`config.mk`:
```
export PLATFORM = sky130hd
export DESIGN_NAME = dispatch_queue_flat
export DESIGN_NICKNAME = d
export VERILOG_FILES = /design/src/rtl/dispatch_queue_if.sv /design/src/rtl/dispatch_queue.sv /design/src/flat_wrapper.sv
export SDC_FILE = /design/constraint.sdc
export NUM_CORES = 2
export LEC_CHECK = 0
export CAP_MARGIN = 20
export CORE_MARGIN = 4
export CORE_UTILIZATION = 55
export DETAILED_ROUTE_END_ITERATION = 8
export PLACE_DENSITY = 0.74
export SETUP_SLACK_MARGIN = 0.3
export SLEW_MARGIN = 10
export SYNTH_ARGS = -nofsm -noshare
export SYNTH_HDL_FRONTEND = slang
export SYNTH_SLANG_ARGS = --single-unit
```
`constraint.sdc`:
```
create_clock -name clock_i -period 24.8 [get_ports clock_i]
set_clock_uncertainty 0.15 [all_clocks]
set_input_delay 4.96 -clock clock_i [delete_from_list [all_inputs] [get_ports clock_i]]
set_output_delay 4.96 -clock clock_i [all_outputs]
set_load 0.01 [all_outputs]
```
`src/rtl/dispatch_queue_if.sv`:
```
// Handshake bundle between decode, the dispatch queue and the reservation station.
// Parameters must match those of the dispatch_queue instance that uses it.
interface dispatch_queue_if #(
  parameter int queueWidth = 302,
  parameter int DQIdxBits  = 3
);
  logic                  flush_i;
  logic                  enable_i;
  logic [queueWidth-1:0] inst_i;
  logic                  rsFull_i;
  logic                  stall_o;
  logic                  enable_o;
  logic [queueWidth-1:0] inst_o;
  logic [DQIdxBits:0]    count_o;

  // Decode / pipeline-control side: drives the bundle and flush, observes the issue port.
  modport master (
    output flush_i, enable_i, inst_i, rsFull_i,
    input  stall_o, enable_o, inst_o, count_o
  );

  // Queue side.
  modport slave (
    input  flush_i, enable_i, inst_i, rsFull_i,
    output stall_o, enable_o, inst_o, count_o
  );
endinterface

```
`src/rtl/dispatch_queue.sv`:
```
// Instruction dispatch FIFO between decode and one reservation station.
// Holds 2**DQIdxBits decoded bundles and issues at most one per cycle through a
// registered enable/data pair, absorbing reservation-station back-pressure.
// Optional feature: define DQ_BYPASS_EN to let a bundle arriving at an empty,
// unblocked queue go straight to the output register (1-cycle latency).
module dispatch_queue #(
  parameter int queueWidth = 302,
  parameter int DQIdxBits  = 3,
  parameter int DQInstance = 0
) (
  input logic             clock_i,
  input logic             reset_i,
  dispatch_queue_if.slave dq
);

  localparam int Depth = 2 ** DQIdxBits;
  localparam logic [DQIdxBits:0] FullCount = (DQIdxBits+1)'(Depth);

  logic [queueWidth-1:0] r_mem [Depth];
  logic [DQIdxBits-1:0]  r_wrPtr;
  logic [DQIdxBits-1:0]  r_rdPtr;
  logic [DQIdxBits:0]    r_count;
  logic                  r_enable;
  logic [queueWidth-1:0] r_inst;

  logic w_full;
  logic w_pushReq;
  logic w_pop;
  logic w_bypass;
  logic w_push;

  // The instance number only selects debug logging; no hardware depends on it.
  if (DQInstance < 0) begin : g_invalidInstance
  end

  // Full is decoded from the count register, so it reflects only the start-of-cycle state
  // and a full queue needs one drained cycle before it accepts again.
  assign w_full    = (r_count == FullCount);
  assign w_pushReq = dq.enable_i && !w_full && !dq.flush_i;
  assign w_pop     = (r_count != '0) && !dq.rsFull_i && !dq.flush_i;

`ifdef DQ_BYPASS_EN
  assign w_bypass  = (r_count == '0) && dq.enable_i && !dq.rsFull_i && !dq.flush_i;
`else
  assign w_bypass  = 1'b0;
`endif

  // A bypassed bundle never touches the array.
  assign w_push = w_pushReq && !w_bypass;

  // Storage array: written only on an accepted push; contents need no reset.
  always_ff @(posedge clock_i) begin
    if (w_push) begin
      r_mem[r_wrPtr] <= dq.inst_i;
    end
  end

  // Pointers and occupancy; flush drops everything, including a same-cycle push or pop.
  always_ff @(posedge clock_i or posedge reset_i) begin
    if (reset_i) begin
      r_wrPtr <= '0;
      r_rdPtr <= '0;
      r_count <= '0;
    end else if (dq.flush_i) begin
      r_wrPtr <= '0;
      r_rdPtr <= '0;
      r_count <= '0;
    end else begin
      if (w_push) begin
        r_wrPtr <= r_wrPtr + DQIdxBits'(1);
      end
      if (w_pop) begin
        r_rdPtr <= r_rdPtr + DQIdxBits'(1);
      end
      case ({w_push, w_pop})
        2'b10:   r_count <= r_count + (DQIdxBits+1)'(1);
        2'b01:   r_count <= r_count - (DQIdxBits+1)'(1);
        default: r_count <= r_count;
      endcase
    end
  end

  // Registered issue port: one enable pulse per transferred bundle, data held otherwise.
  always_ff @(posedge clock_i or posedge reset_i) begin
    if (reset_i) begin
      r_enable <= 1'b0;
      r_inst   <= '0;
    end else if (dq.flush_i) begin
      r_enable <= 1'b0;
    end else if (w_pop) begin
      r_enable <= 1'b1;
      r_inst   <= r_mem[r_rdPtr];
    end else if (w_bypass) begin
      r_enable <= 1'b1;
      r_inst   <= dq.inst_i;
    end else begin
      r_enable <= 1'b0;
    end
  end

  assign dq.stall_o  = w_full;
  assign dq.enable_o = r_enable;
  assign dq.inst_o   = r_inst;
  assign dq.count_o  = r_count;

endmodule

```
`src/flat_wrapper.sv`:
```
// flat-port wrapper written by rule: the top's interface ports become plain ports
module dispatch_queue_flat 
#(
  parameter int queueWidth = 302,
  parameter int DQIdxBits  = 3,
  parameter int DQInstance = 0
)
  (clock_i, reset_i, dq_flush_i, dq_enable_i, dq_inst_i, dq_rsFull_i, dq_stall_o, dq_enable_o, dq_inst_o, dq_count_o);
  dispatch_queue_if #(.queueWidth(queueWidth), .DQIdxBits(DQIdxBits)) dq_i ();
  input logic clock_i;
  input logic reset_i;
  input wire logic [$bits(dq_i.flush_i)-1:0] dq_flush_i;
  input wire logic [$bits(dq_i.enable_i)-1:0] dq_enable_i;
  input wire logic [$bits(dq_i.inst_i)-1:0] dq_inst_i;
  input wire logic [$bits(dq_i.rsFull_i)-1:0] dq_rsFull_i;
  output wire logic [$bits(dq_i.stall_o)-1:0] dq_stall_o;
  output wire logic [$bits(dq_i.enable_o)-1:0] dq_enable_o;
  output wire logic [$bits(dq_i.inst_o)-1:0] dq_inst_o;
  output wire logic [$bits(dq_i.count_o)-1:0] dq_count_o;
  assign dq_i.flush_i = dq_flush_i;
  assign dq_i.enable_i = dq_enable_i;
  assign dq_i.inst_i = dq_inst_i;
  assign dq_i.rsFull_i = dq_rsFull_i;
  assign dq_stall_o = dq_i.stall_o;
  assign dq_enable_o = dq_i.enable_o;
  assign dq_inst_o = dq_i.inst_o;
  assign dq_count_o = dq_i.count_o;
  dispatch_queue #(.queueWidth(queueWidth), .DQIdxBits(DQIdxBits), .DQInstance(DQInstance)) u_core (.clock_i(clock_i), .reset_i(reset_i), .dq(dq_i));
endmodule
```
Word level (Yosys, flattened, before mapping):

Memories as Yosys holds them, arrays and structs flattened. A register that Yosys moved wholly into a read port is not among the register bits.
Cells that the tools add are included.

* $add $sub $neg: 4
* bitwise operators: 1
* multiplexer cells: 10
* equal/unequal tests: 3
* reduce and logical (&&, ||, !) cells: 12

Operators with widths (count)
* 2-to-1 mux 3 bit: 4
* case mux 4 bit (2 select lines): 1
* adder 3 x 1 -> 3 bit (second input constant): 2
* adder 4 x 1 -> 4 bit (second input constant): 1
* equality test 4 bit (second input constant): 1
* logical AND 1 bit: 4
* 2-to-1 mux 1 bit: 4
* 2-to-1 mux 4 bit: 1
* nonzero test 2 bit: 2
* nonzero test 4 bit: 1
* subtractor 4 x 1 -> 4 bit (second input constant): 1
* logical NOT 1 bit: 3
* nonzero test 3 bit: 1
* equality test 2 x 1 -> 1 bit (second input constant): 1
* equality test 2 bit (second input constant): 1
* AND reduction 2 bit: 1
* NOT 1 bit: 1

* bits of input ports: 307
* register bits: 11
* memories: 1
* RAM bits: 2416

Memory list
* u_core.r_mem: words 8, width 302, rd ports 1, clocked after Yosys merged registers in 1, wr ports 1, RTL line dispatch_queue.sv:19 `logic [queueWidth-1:0] r_mem [Depth];`

Longest topological paths before layout:

* word-level depth: 7
* mapped depth: 9
* gate-level depth less buffers: 8

Worst setup path before layout:

No wires, ideal clock.

* path kind: input to register
* start: input dq_flush_i
* end: memory u_core.r_mem[0][0], enable pin
* setup slack: -2438 ps
* data arrival time: 25753 ps
* library setup time: 1335 ps
* path buffers: 1
* cell stages on the path: 4
* cells stage by stage: clkbuf_1 > and3b_1 > nand2b_1 > nor3_1

* longest elaborated chain between the ends: 4

Ends and longest elaborated chain
* from (decl): RTL line flat_wrapper.sv:12 `input wire logic [$bits(dq_i.flush_i)-1:0] dq_flush_i;`
* logical NOT 1 bit: RTL line dispatch_queue.sv:39 `assign w_pushReq = dq.enable_i && !w_full && !dq.flush_i;`
* logical AND 1 bit: RTL line dispatch_queue.sv:39
* 2-to-1 mux 1 bit: RTL line dispatch_queue.sv:53 `if (w_push) begin`
* 2-to-1 mux 1 bit (not written as such): RTL line dispatch_queue.sv:54 `r_mem[r_wrPtr] <= dq.inst_i;`
* to (decl): RTL line dispatch_queue.sv:19

No other way between the ends.

Final worst setup path:

* start: input dq_flush_i
* end: memory u_core.r_mem[2][123], enable pin

The elaborated chain is that of the path after synthesis.

==> run_results.csv <==
group,metric,value,unit
outcome,status,"completed",
placement,post-place-ws,14.43,ns
setup_path,r2r-end,"u_core.dq.inst_o[58]",
synthesis,synth_edf_count,2416,
global_route,grt-ovfl-total,0,
synthesis,ys_top_cells_by_area,"edfxtp_1, mux4_2, dfrtp_1",
synthesis,synth_warnings,0,
timing,tns,0,ns
die,coreArea,183100,sq um
run,cap_violations,0,
worst_hold_path,worstHoldStart,"u_core.dq.inst_o[94]",
setup_path,critPathBufInv,5,
routing,vias,47310,
synthesis,synth_fp_nets,4861,
placement,dp.cells,7467,
routing,wl_per_cell,27.21,um
routing,drtPass1Iterations,5,
global_route,grt_max_degree,194,
layout,fin_nets,5603,
setup_path,r2r_setup_slack,19.34,ns
timing,period_share,37.91,%
setup_path,critPathCaptureType,"register",
layout,drive_gt1_share,20.02,%
layout,instances_no_fill,8009,
timing,period_needed,9.402,ns
timing,final_hold_viol_count,0,
die,rows,157,
clock_network,cts_resized,0,
layout,fin_util,65.21,%
timing,fmax,106.4,MHz
timing,drv_slew,0,
timing,tightest_slew,1.165,ns
setup_path,required,25.16,ns
routing,detail-route-antenna-nets,0,
synthesis,syn_area_per_cell,22.24,sq um
die,start_util,55.25,%
routing,viasPerCell,5.907,
synthesis,synth.top_cell.area_share,71.72,%
global_route,grt_first_pass_wirelength,325.3,mm
clock_network,holdBufCountCts,0,
setup_path,critical_path_class,"input pin to register",
setup_path,ff2ff_path_depth,7,
worst_hold_path,hp-class,"register to register",
layout,n_fill_cell,11750,
die,die-area,190800,sq um
synthesis,synth_largest_area_cell,"edfxtp_1",
synthesis,ys_ff_latch,2729,
synthesis,synthDistinctLibCells,31,
synthesis,synthFlopType,"edfxtp_1",
power,power_density,99.73,nW/um^2
timing,setup_viol,0,
synthesis,synth_top_cells_by_count,"edfxtp_1, mux4_2, nor2_1",
synthesis,synth-seq-area-share,79.46,%
setup_path,cp_slowest_cell,"buf_4",
clock_network,root_buffer,"clkbuf_16",
global_route,grtUsageTotal,22.99,%
die,die_w,436.9,um
setup_path,crit_arrival,9.77,ns
power,peakVddDrop,0.08370,mV
clock_network,clock_latency,0.93,ns
die,io_pins,615,
setup_path,slowest_delay,0.82,ns
clock_network,clk_pin_slew,0.06,ns
power,leakage,37.45,nW
placement,gp_congestion,0.7618,
worst_hold_path,whs_path_depth,2,
setup_path,startpoint,"dq_flush_i",
global_route,antenna_found_initial,64,
timing,hold_slack,0.3790,ns
setup_path,crit_chain,"clkdlybuf4s50_1 -> and3b_1 -> nand2b_1 -> nor2_4 -> buf_4 -> buf_4 -> buf_4 -> buf_4",
clock_network,cts_sinks,2729,
setup_path,critical_path.most_common_cell,"buf_4",
routing,drt-initial-drc-count,3831,
layout,syn2layout_area_growth,18.03,%
timing,setup_ws,15.40,ns
setup_path,critPathLaunchType,"input pin",
routing,drc,0,
global_route,first_global_vias,50000,
clock_network,clk_path_buf_depth,4,
setup_path,path_delay_family,"buffers and inverters",
die,die_h,436.9,um
synthesis,synthCells,4549,
clock_network,cts_setup_buffers,0,
routing,routed_wl,217.9,mm
timing,grt_setup_unrepaired,"false",
setup_path,r2r-start,"u_core.r_rdPtr[1]",
synthesis,yosysMostFrequentCell,"edfxtp_1",
placement,dpl.hpwl,123.0,mm
placement,port_buffers,614,
clock_network,cts_tree,"yes",
synthesis,async_reset_ff_share,11.47,%
setup_path,cp_max_fo,58,
clock_network,cts_made_buffers,285,
synthesis,synthesis.area,101200,sq um
worst_hold_path,min_to,"u_core.dq.inst_o[94]",
timing,relSlewSlack,22.31,%
clock_network,htree_levels,5,
-- power breakdown --
group          internal [mW]  switching [mW]  leakage (nW)
Clock                   2.47            1.66          4.45
Sequential              5.39           0.233          25.3
Combinational           1.09            1.06          7.72
-- cell usage in the layout, fill, tap and decap left out, types with 4 or more instances in the layout --
cell	Yosys	routed
a21oi_1	306	306
buf_12	0	11
buf_4	0	67
bufinv_16	0	21
clkbuf_1	118	67
clkbuf_16	0	296
clkbuf_8	0	25
clkdlybuf4s50_1	0	614
clkinv_1	0	27
clkinv_2	0	43
clkinvlp_4	0	10
dfrtp_1	313	310
diode_2	0	45
edfxtp_1	2416	2416
ha_1	4	4
inv_6	0	5
mux2i_1	305	305
mux4_2	604	604
nand2_1	5	5
nand2b_1	5	5
nand3_1	4	4
nor2_1	317	311
nor2_4	0	6
-- flip-flops by register name, summed over array words and instances (netlist names) --
| register | flops |
|---|---|
| u_core.r_rdPtr | 3 |
| u_core.dq.count_o | 4 |
| u_core.dq.inst_o | 302 |
| u_core.r_wrPtr | 3 |
| u_core.r_mem | 2416 |
| u_core.dq.enable_o | 1 |
-- final cells by class --
| type | instances | area [sq um] | area share, % |
|---|---|---|---|
| antenna | 45 | 112.6 | 0.09431 |
| clock buffer | 388 | 8003 | 6.703 |
| clock inverter | 108 | 1086 | 0.9096 |
| inverter | 3 | 18.77 | 0.01572 |
| multi-input combinational | 1579 | 19800 | 16.59 |
| sequential | 2729 | 80390 | 67.33 |
| tap | 2464 | 3083 | 2.582 |
| timing repair buffer | 693 | 6897 | 5.776 |
-- worst max path at each step --
stage | to | slack [ns] | depth (start not counted)
2_1_floorplan | u_core.r_mem[7][0] | 5.68 | 4
3_3_place_gp | u_core.r_mem[2][193] | 14.51 | 8
3_5_place_dp | u_core.r_mem[6][123] | 14.43 | 7
4_1_cts | u_core.r_mem[6][125] | 15.43 | 7
5_1_grt | u_core.r_mem[2][185] | 15.18 | 8
6_report | u_core.r_mem[2][123] | 15.40 | 8
-- worst min-delay path: cells and delay by family, from the launching register on --
kind	cells	cell delay (ns)
DFF	1	0.34
and+or+nand+nor	1	0.05
AOI/OAI and AO/OA	1	0.10
-- routing by layer --
metal / wire length [um] / vias to the layer above / track usage (%)
met1: 82300 / 25110 / 29.08
met3: 12450 / 415 / 4.506
met4: 9000 / 20 / 11.19
met2: 114000 / 1555 / 38.57
met5: 151 / - / 0
li1: - / 20210 / -
-- per-stage QoR --
| stage | cell area [sq um] | total power, mW |
|---|---|---|
| CTS | 119300 | 12.04 |
| detailed placement | 110200 | 7.885 |
| finish | 119400 | 11.91 |
| global route | 119400 | 12.41 |
| global placement | 110200 | 7.834 |
| floorplan | 101200 | 6.921 |
-- kinds of logic (layout without fill, tap and decap cells) --
family / after synthesis / in the layout / synth area share, %
adders and majority gates: 5 / 5 / 0.06927
buffers and inverters: 241 / 1192 / 1.033
DFF: 2729 / 2729 / 79.46
xor gates and xnor gates: 5 / 5 / 0.04330
other: 0 / 45 / 0
muxes: 911 / 911 / 16.49
AOI/OAI and AO/OA: 311 / 311 / 1.552
and+or+nand+nor: 347 / 347 / 1.352
Note: power is estimated with default switching activity, not from simulation.
